### src/rtl/sf_camera_pingpong_writer.sv
`default_nettype none
// ============================================================================
// Module      : sf_camera_pingpong_writer
// Description : Wishbone write-master that streams 32-bit pixel words into two
//               ping-pong frame buffers in external memory, one single-beat
//               write per word, and hands each filled buffer back to the host.
//
// Ports:
//   clk, rst              clock, synchronous active-high reset
//   i_enable              1 = accept pixels and fill buffers
//   i_base0/1, i_size0/1  buffer base address / size in words
//   i_buf_release[1:0]    pulse: host returns buffer n to the controller
//   i_error_clear         pulse: leave the ERROR state
//   i_pix_valid/data      pixel stream in; o_pix_ready handshake out
//   o_mem_*/i_mem_ack     Wishbone master write port
//   o_buf_ready[1:0]      bit n = buffer n owned by controller
//   o_active_buf          buffer currently selected for filling
//   o_pointer             words written into the active buffer
//   o_buf_done[1:0]       one-cycle pulse when buffer n becomes full
//   o_int                 one-cycle pulse alongside any o_buf_done bit
//   o_error               sticky ack-timeout flag
//
// Revision    : 1.0 - initial release
// ============================================================================
module sf_camera_pingpong_writer #(
    parameter int ADDR_INC    = 1,
    parameter int ACK_TIMEOUT = 255
) (
    input  logic        clk,
    input  logic        rst,
    input  logic        i_enable,
    input  logic [31:0] i_base0,
    input  logic [31:0] i_base1,
    input  logic [31:0] i_size0,
    input  logic [31:0] i_size1,
    input  logic [1:0]  i_buf_release,
    input  logic        i_error_clear,
    input  logic        i_pix_valid,
    input  logic [31:0] i_pix_data,
    output logic        o_pix_ready,
    output logic        o_mem_we,
    output logic        o_mem_stb,
    output logic        o_mem_cyc,
    output logic [3:0]  o_mem_sel,
    output logic [31:0] o_mem_adr,
    output logic [31:0] o_mem_dat,
    input  logic        i_mem_ack,
    output logic [1:0]  o_buf_ready,
    output logic        o_active_buf,
    output logic [31:0] o_pointer,
    output logic [1:0]  o_buf_done,
    output logic        o_int,
    output logic        o_error
);

    localparam logic [31:0] c_addr_inc     = 32'(ADDR_INC);
    localparam logic [31:0] c_timeout_last = 32'(ACK_TIMEOUT - 1);
    localparam bit          c_timeout_en   = (ACK_TIMEOUT != 0);

    typedef enum logic [2:0] {
        ST_IDLE      = 3'd0,
        ST_SELECT    = 3'd1,
        ST_WAIT_DATA = 3'd2,
        ST_WRITE     = 3'd3,
        ST_ERROR     = 3'd4
    } state_t;

    state_t      r_state;
    state_t      w_state_next;

    logic [31:0] r_base;
    logic [31:0] r_size;
    logic [31:0] r_pointer;
    logic [31:0] r_timer;
    logic [31:0] r_adr;
    logic [31:0] r_dat;
    logic        r_strobe;
    logic        r_active;
    logic [1:0]  r_buf_ready;
    logic [1:0]  r_done;
    logic        r_int;
    logic        r_error;
    // Set when a fill is paused by i_enable=0 so that the next SELECT
    // resumes the same buffer at the same pointer instead of restarting.
    logic        r_resume;

    logic [31:0] w_sel_base;
    logic [31:0] w_sel_size;
    logic [31:0] w_ptr_inc;
    logic        w_accept;
    logic        w_last;
    logic        w_timeout;
    logic        w_filling;
    logic        w_sel_ok;
    logic [1:0]  w_release_ok;

    assign w_sel_base = r_active ? i_base1 : i_base0;
    assign w_sel_size = r_active ? i_size1 : i_size0;
    assign w_ptr_inc  = r_pointer + 32'd1;
    assign w_accept   = (r_state == ST_WAIT_DATA) && i_pix_valid;
    assign w_last     = (w_ptr_inc == r_size);
    assign w_timeout  = c_timeout_en && (r_timer == c_timeout_last);
    assign w_sel_ok   = r_buf_ready[r_active] && (w_sel_size != 32'd0);
    assign w_filling  = (r_state == ST_WAIT_DATA) || (r_state == ST_WRITE) ||
                        (r_state == ST_ERROR);

    // The host may not take back the buffer currently being filled.
    assign w_release_ok[0] = i_buf_release[0] & ~(w_filling & ~r_active);
    assign w_release_ok[1] = i_buf_release[1] & ~(w_filling &  r_active);

    // ------------------------------------------------------------------
    // State register
    // ------------------------------------------------------------------
    always_ff @(posedge clk) begin
        if (rst) begin
            r_state <= ST_IDLE;
        end else begin
            r_state <= w_state_next;
        end
    end

    // ------------------------------------------------------------------
    // Next-state logic
    // ------------------------------------------------------------------
    always_comb begin
        w_state_next = r_state;
        case (r_state)
            ST_IDLE: begin
                if (i_enable) begin
                    w_state_next = ST_SELECT;
                end
            end
            ST_SELECT: begin
                if (!i_enable) begin
                    w_state_next = ST_IDLE;
                end else if (r_resume || w_sel_ok) begin
                    w_state_next = ST_WAIT_DATA;
                end
            end
            ST_WAIT_DATA: begin
                if (w_accept) begin
                    w_state_next = ST_WRITE;
                end else if (!i_enable) begin
                    w_state_next = ST_IDLE;
                end
            end
            ST_WRITE: begin
                if (i_mem_ack) begin
                    w_state_next = w_last ? ST_SELECT : ST_WAIT_DATA;
                end else if (w_timeout) begin
                    w_state_next = ST_ERROR;
                end
            end
            ST_ERROR: begin
                if (i_error_clear) begin
                    w_state_next = ST_WAIT_DATA;
                end
            end
            default: begin
                w_state_next = ST_IDLE;
            end
        endcase
    end

    // ------------------------------------------------------------------
    // Datapath / bookkeeping registers
    // ------------------------------------------------------------------
    always_ff @(posedge clk) begin
        if (rst) begin
            r_base      <= 32'd0;
            r_size      <= 32'd0;
            r_pointer   <= 32'd0;
            r_timer     <= 32'd0;
            r_adr       <= 32'd0;
            r_dat       <= 32'd0;
            r_strobe    <= 1'b0;
            r_active    <= 1'b0;
            r_buf_ready <= 2'b11;
            r_done      <= 2'b00;
            r_int       <= 1'b0;
            r_error     <= 1'b0;
            r_resume    <= 1'b0;
        end else begin
            r_done      <= 2'b00;
            r_int       <= 1'b0;
            r_buf_ready <= r_buf_ready | w_release_ok;

            case (r_state)
                ST_SELECT: begin
                    if (i_enable) begin
                        if (r_resume) begin
                            r_resume <= 1'b0;
                        end else if (r_buf_ready[r_active]) begin
                            if (w_sel_size != 32'd0) begin
                                r_base    <= w_sel_base;
                                r_size    <= w_sel_size;
                                r_pointer <= 32'd0;
                            end else begin
                                // Zero-sized buffer is skipped silently.
                                r_active <= ~r_active;
                            end
                        end
                    end
                end
                ST_WAIT_DATA: begin
                    if (w_accept) begin
                        r_adr    <= r_base + (r_pointer * c_addr_inc);
                        r_dat    <= i_pix_data;
                        r_strobe <= 1'b1;
                        r_timer  <= 32'd0;
                    end else if (!i_enable) begin
                        r_resume <= 1'b1;
                    end
                end
                ST_WRITE: begin
                    if (i_mem_ack) begin
                        r_strobe  <= 1'b0;
                        r_pointer <= w_ptr_inc;
                        if (w_last) begin
                            // Overrides any same-cycle release of this buffer.
                            r_buf_ready[r_active] <= 1'b0;
                            r_done   <= r_active ? 2'b10 : 2'b01;
                            r_int    <= 1'b1;
                            r_active <= ~r_active;
                        end
                    end else if (w_timeout) begin
                        // Word is dropped; pointer stays so the retry
                        // lands on the same address.
                        r_strobe <= 1'b0;
                        r_error  <= 1'b1;
                    end else begin
                        r_timer <= r_timer + 32'd1;
                    end
                end
                ST_ERROR: begin
                    if (i_error_clear) begin
                        r_error <= 1'b0;
                    end
                end
                default: begin
                end
            endcase
        end
    end

    assign o_pix_ready  = (r_state == ST_WAIT_DATA);
    assign o_mem_we     = r_strobe;
    assign o_mem_stb    = r_strobe;
    assign o_mem_cyc    = r_strobe;
    assign o_mem_sel    = 4'hF;
    assign o_mem_adr    = r_adr;
    assign o_mem_dat    = r_dat;
    assign o_buf_ready  = r_buf_ready;
    assign o_active_buf = r_active;
    assign o_pointer    = r_pointer;
    assign o_buf_done   = r_done;
    assign o_int        = r_int;
    assign o_error      = r_error;

endmodule
`default_nettype wire

### config.mk
export PLATFORM = sky130hd
export DESIGN_NAME = sf_camera_pingpong_writer
export DESIGN_NICKNAME = d
export VERILOG_FILES = /design/src/rtl/sf_camera_pingpong_writer.sv
export SDC_FILE = /design/constraint.sdc
export NUM_CORES = 1
export LEC_CHECK = 0
export BUFFER_PORTS_ARGS = -buffer_cell sky130_fd_sc_hd__clkbuf_2
export CORE_MARGIN = 2
export CORE_UTILIZATION = 45
export CTS_BUF_LIST = sky130_fd_sc_hd__clkbuf_8
export CTS_CLUSTER_DIAMETER = 150
export DETAILED_ROUTE_END_ITERATION = 7
export PLACE_DENSITY = 0.69
export SLEW_MARGIN = 40
export SYNTH_ARGS = -nofsm -noshare
export SYNTH_HDL_FRONTEND = slang
export SYNTH_SLANG_ARGS = --single-unit
### constraint.sdc
create_clock -name clk -period 3.5 [get_ports clk]
set_input_delay 0.35 -clock clk [delete_from_list [all_inputs] [get_ports clk]]
set_output_delay 0.35 -clock clk [all_outputs]
set_load 0.01 [all_outputs]
==> results.py <==
metrics = {
    "grt": {
        "grt_overflow": 0,
        "met3_usage": 0.04369,
        "gr-usage-met1": 0.3470,
        "globalRoute.busiestLayer": "met2",
        "use_met2": 0.3750,
        "antenna_found_initial": 0,
        "grt_pass1_wl_mm": 53.00,
        "first_global_vias": 10280,
        "grt_max_degree": 78,
        "grt.total_usage": 0.2445,
    },
    "cells_and_area": {
        "stdcell_count": 2029,
        "final_nets": 1880,
        "fill_cells": 2369,
        "n_antenna_cell": 0,
        "seqCellArea_sq_um": 4088,
        "area_growth_pct": 20.79,
        "drive_gt1_frac": 0.2319,
        "multiInputGateArea_sq_um": 6954,
    },
    "routing": {
        "drt_iter0_markers": 826,
        "antenna_left": 0,
        "via_per_inst": 5.545,
        "via_count": 11250,
        "drtPass1Iterations": 7,
        "wirelength_mm": 33.64,
        "drc_errors": 0,
        "wl_per_cell_microns": 16.58,
    },
    "sta": {
        "worst_pin_slew_ns": 0.7001,
        "fmax_mhz": 305.8,
        "maxSlewViolCount": 0,
        "finClkSkew_ns": 0.02538,
        "fin_crit_sh": 0.9344,
        "setup_viol": 0,
        "final_hold_viol_count": 0,
        "tns_ns": 0,
        "relSlewSlack": 0.5333,
        "fin_crit_ns": 3.271,
        "rsz0062_at_grt": "false",
    },
    "placement": {
        "hpwl_mm": 25.00,
        "placed_cells": 1969,
        "routabilityCongestion": 0.9046,
        "io_buffers": 274,
    },
    "cts": {
        "hold_buffers": 0,
        "clock_sinks": 204,
        "cts.path.max_buffers": 3,
        "clock_latency_ns": 0.54,
        "path_clk_slew_ns": 0.06,
        "cts_max_level": 2,
        "cts_setup_buffers": 0,
        "numCtsBuffers": 36,
        "postCtsResizedCells": 0,
        "root_buffer": "clkbuf_8",
        "cts_tree": "yes",
    },
    "power_and_ir_drop": {
        "power.density_nw_per_um2": 400.5,
        "power_leakage_nw": 5.612,
        "max-vdd-ir-drop_mv": 0.2495,
    },
    "setup_path": {
        "critPathArrivalTime_ns": 3.69,
        "cp_data_required_time_ns": 3.92,
        "critical_path_class": "reg -> reg",
        "crit_fanout": 8,
        "cp-end-kind": "flop",
        "start_kind": "flop",
    },
    "floorplanning": {
        "die-area_sq_um": 26990,
        "boundaryPins": 279,
        "die_w_microns": 164.3,
        "initial_core_util": 0.4591,
        "die_y_microns": 164.3,
        "rows": 58,
        "coreArea_sq_um": 25180,
    },
    "logic_synthesis": {
        "synth_xor_area_frac": 0.06440,
        "postSynthCellCount": 1429,
        "ys_top_cells_by_area": "dfxtp_1, mux2i_1, a21oi_1",
        "synth-compound-area-share": 0.1944,
        "synthDistinctLibCells": 78,
        "seq_area_frac_synth": 0.3533,
        "netlist.area_leader.share": 0.3533,
        "yosys.area.top_type": "dfxtp_1",
        "netlist_area_sq_um": 11560,
        "synth_top_family_by_area": "simple AND/OR/NAND/NOR gates",
        "ys_seq_elements": 204,
        "synth_edf_count": 0,
        "synth_fa_ha_area_frac": 0.03853,
        "synth_top_flop_cell": "dfxtp_1",
        "yosys_warnings": 0,
        "synthSimpleGateAreaFrac": 0.2378,
        "synth_area_per_cell_sq_um": 8.089,
        "synthMuxAreaShare": 0.06429,
        "async_flop_share": 0,
    },
    "outcome": {
        "outcome": "finished, final reports clean",
    },
    "worst_hold_path": {
        "min-delay-path-class": "in -> reg",
    },
    "run": {
        "maxCapViolations": 0,
    },
}
-- where the power goes --
part           internal [mW]  leakage (nW)  switching, mW
logic                  0.292          3.54          0.396
registers               2.41          1.65         0.0816
clock network           1.42         0.419          0.992
-- flip-flops by register name, indices dropped and copies added (netlist names) --
name	flops
r_timer	32
o_buf_done	2
o_pointer	32
o_buf_ready	2
o_mem_adr	32
o_int	1
r_state	3
r_size	32
o_mem_cyc	1
o_mem_dat	32
r_base	32
o_error	1
o_active_buf	1
r_resume	1
-- path summary, 6_finish.rpt --
kind	cells past startpoint	to	slack, ns	start
worst max register to register	10	o_buf_ready[0]	0.23	o_pointer[1]
worst min-delay path	3	o_mem_dat[13]	0.03	i_pix_data[13]
worst min register to register	2	o_mem_adr[7]	0.45	o_mem_adr[7]
worst max-delay path	10	o_buf_ready[0]	0.23	o_pointer[1]
-- Yosys cell counts (4+ instances only) --
| master | n |
|---|---|
| a211oi_1 | 74 |
| a21o_1 | 21 |
| a21oi_1 | 134 |
| a311oi_1 | 4 |
| a31oi_1 | 14 |
| and2_1 | 10 |
| and3_1 | 11 |
| and4_1 | 10 |
| buf_2 | 12 |
| buf_4 | 9 |
| clkbuf_1 | 71 |
| dfxtp_1 | 204 |
| ha_1 | 34 |
| inv_1 | 25 |
| mux2i_1 | 72 |
| nand2_1 | 145 |
| nand2b_1 | 4 |
| nand3_1 | 44 |
| nand3b_1 | 7 |
| nand4_1 | 20 |
| nor2_1 | 172 |
| nor2b_1 | 9 |
| nor3_1 | 23 |
| nor3b_1 | 4 |
| nor4_1 | 32 |
| nor4b_1 | 4 |
| o211ai_1 | 9 |
| o21a_1 | 6 |
| o21ai_0 | 59 |
| or3_1 | 24 |
| or4_1 | 9 |
| xnor2_1 | 46 |
| xor2_1 | 36 |
-- placed cells by master, fill, tap and decap left out, types with 4 or more instances in the layout --
cell type,synthesis,layout
o211ai_1,9,9
nor3b_1,4,4
nor4b_1,4,4
nand2b_1,4,4
a311oi_1,4,4
a211oi_1,74,74
a21oi_1,134,134
a31oi_1,14,14
nand2_1,145,144
nor4_1,32,31
and4_1,10,10
inv_1,25,30
clkbuf_2,2,273
mux2i_1,72,72
nor3_1,23,23
nor2b_1,9,9
o21a_1,6,6
xnor2_1,46,46
dfxtp_1,204,203
o21ai_0,59,58
buf_4,9,32
xor2_1,36,36
conb_1,1,4
and2_1,10,9
nand4_1,20,20
or4_1,9,9
nand3_1,44,44
nand3b_1,7,7
and3_1,11,11
clkbuf_8,0,47
nor2_1,172,172
or3_1,24,24
ha_1,34,34
a21o_1,21,21
-- stage by stage --
step	util	hold slack, ns	area [sq um]	worst slack (ns)	power (mW)
finish	0.5545	0.03378	13960	0.2294	5.592
global route	0.5545	0.01513	13960	0.03346	5.822
CTS	0.5542	0.004183	13960	0.2597	5.652
detailed placement	0.5230	0.4454	13170	0.2579	3.227
global placement	0.5230	0.4385	13170	0.3117	3.216
floorplan	-	0.4605	11570	0.4649	2.977
-- cells by family (layout without fill, tap and decap cells) --
family	after synthesis	count (layout)
flip-flops	204	204
AO/OA/AOI/OAI	356	356
adder cells (fa/ha/maj)	35	35
AND/OR/NAND/NOR	551	551
XOR/XNOR	83	83
other	1	4
multiplexers	74	74
buffers and inverters	125	392
-- layer usage --
metal | up-vias | part of all wire
met3 | 65 | 0.070
met4 | 0 | 0.025
li1 | 5653 | -
met5 | - | 0
met2 | 400 | 0.43
met1 | 5132 | 0.48
-- layout make-up --
| cell class | instances | share of cell area |
|---|---|---|
| tap | 330 | 0.02957 |
| clock inverter | 13 | 0.009946 |
| clock buffer | 47 | 0.04633 |
| sequential | 204 | 0.2927 |
| multi-input combinational | 1103 | 0.4980 |
| timing repair buffer | 307 | 0.1167 |
| inverter | 25 | 0.006720 |
-- worst max-delay path, cell delays in order (launching register included) --
cell and delay [ns]:
dfxtp_1 0.45, ha_1 0.30, and3_1 0.35, nand4_4 0.21
or4_4 0.55, nor3_1 0.30, xnor2_1 0.17, nand3_2 0.14
nor4_4 0.40, a21oi_1 0.12, o32a_1 0.17
No activity file was read; power rests on OpenSTA's default activity.
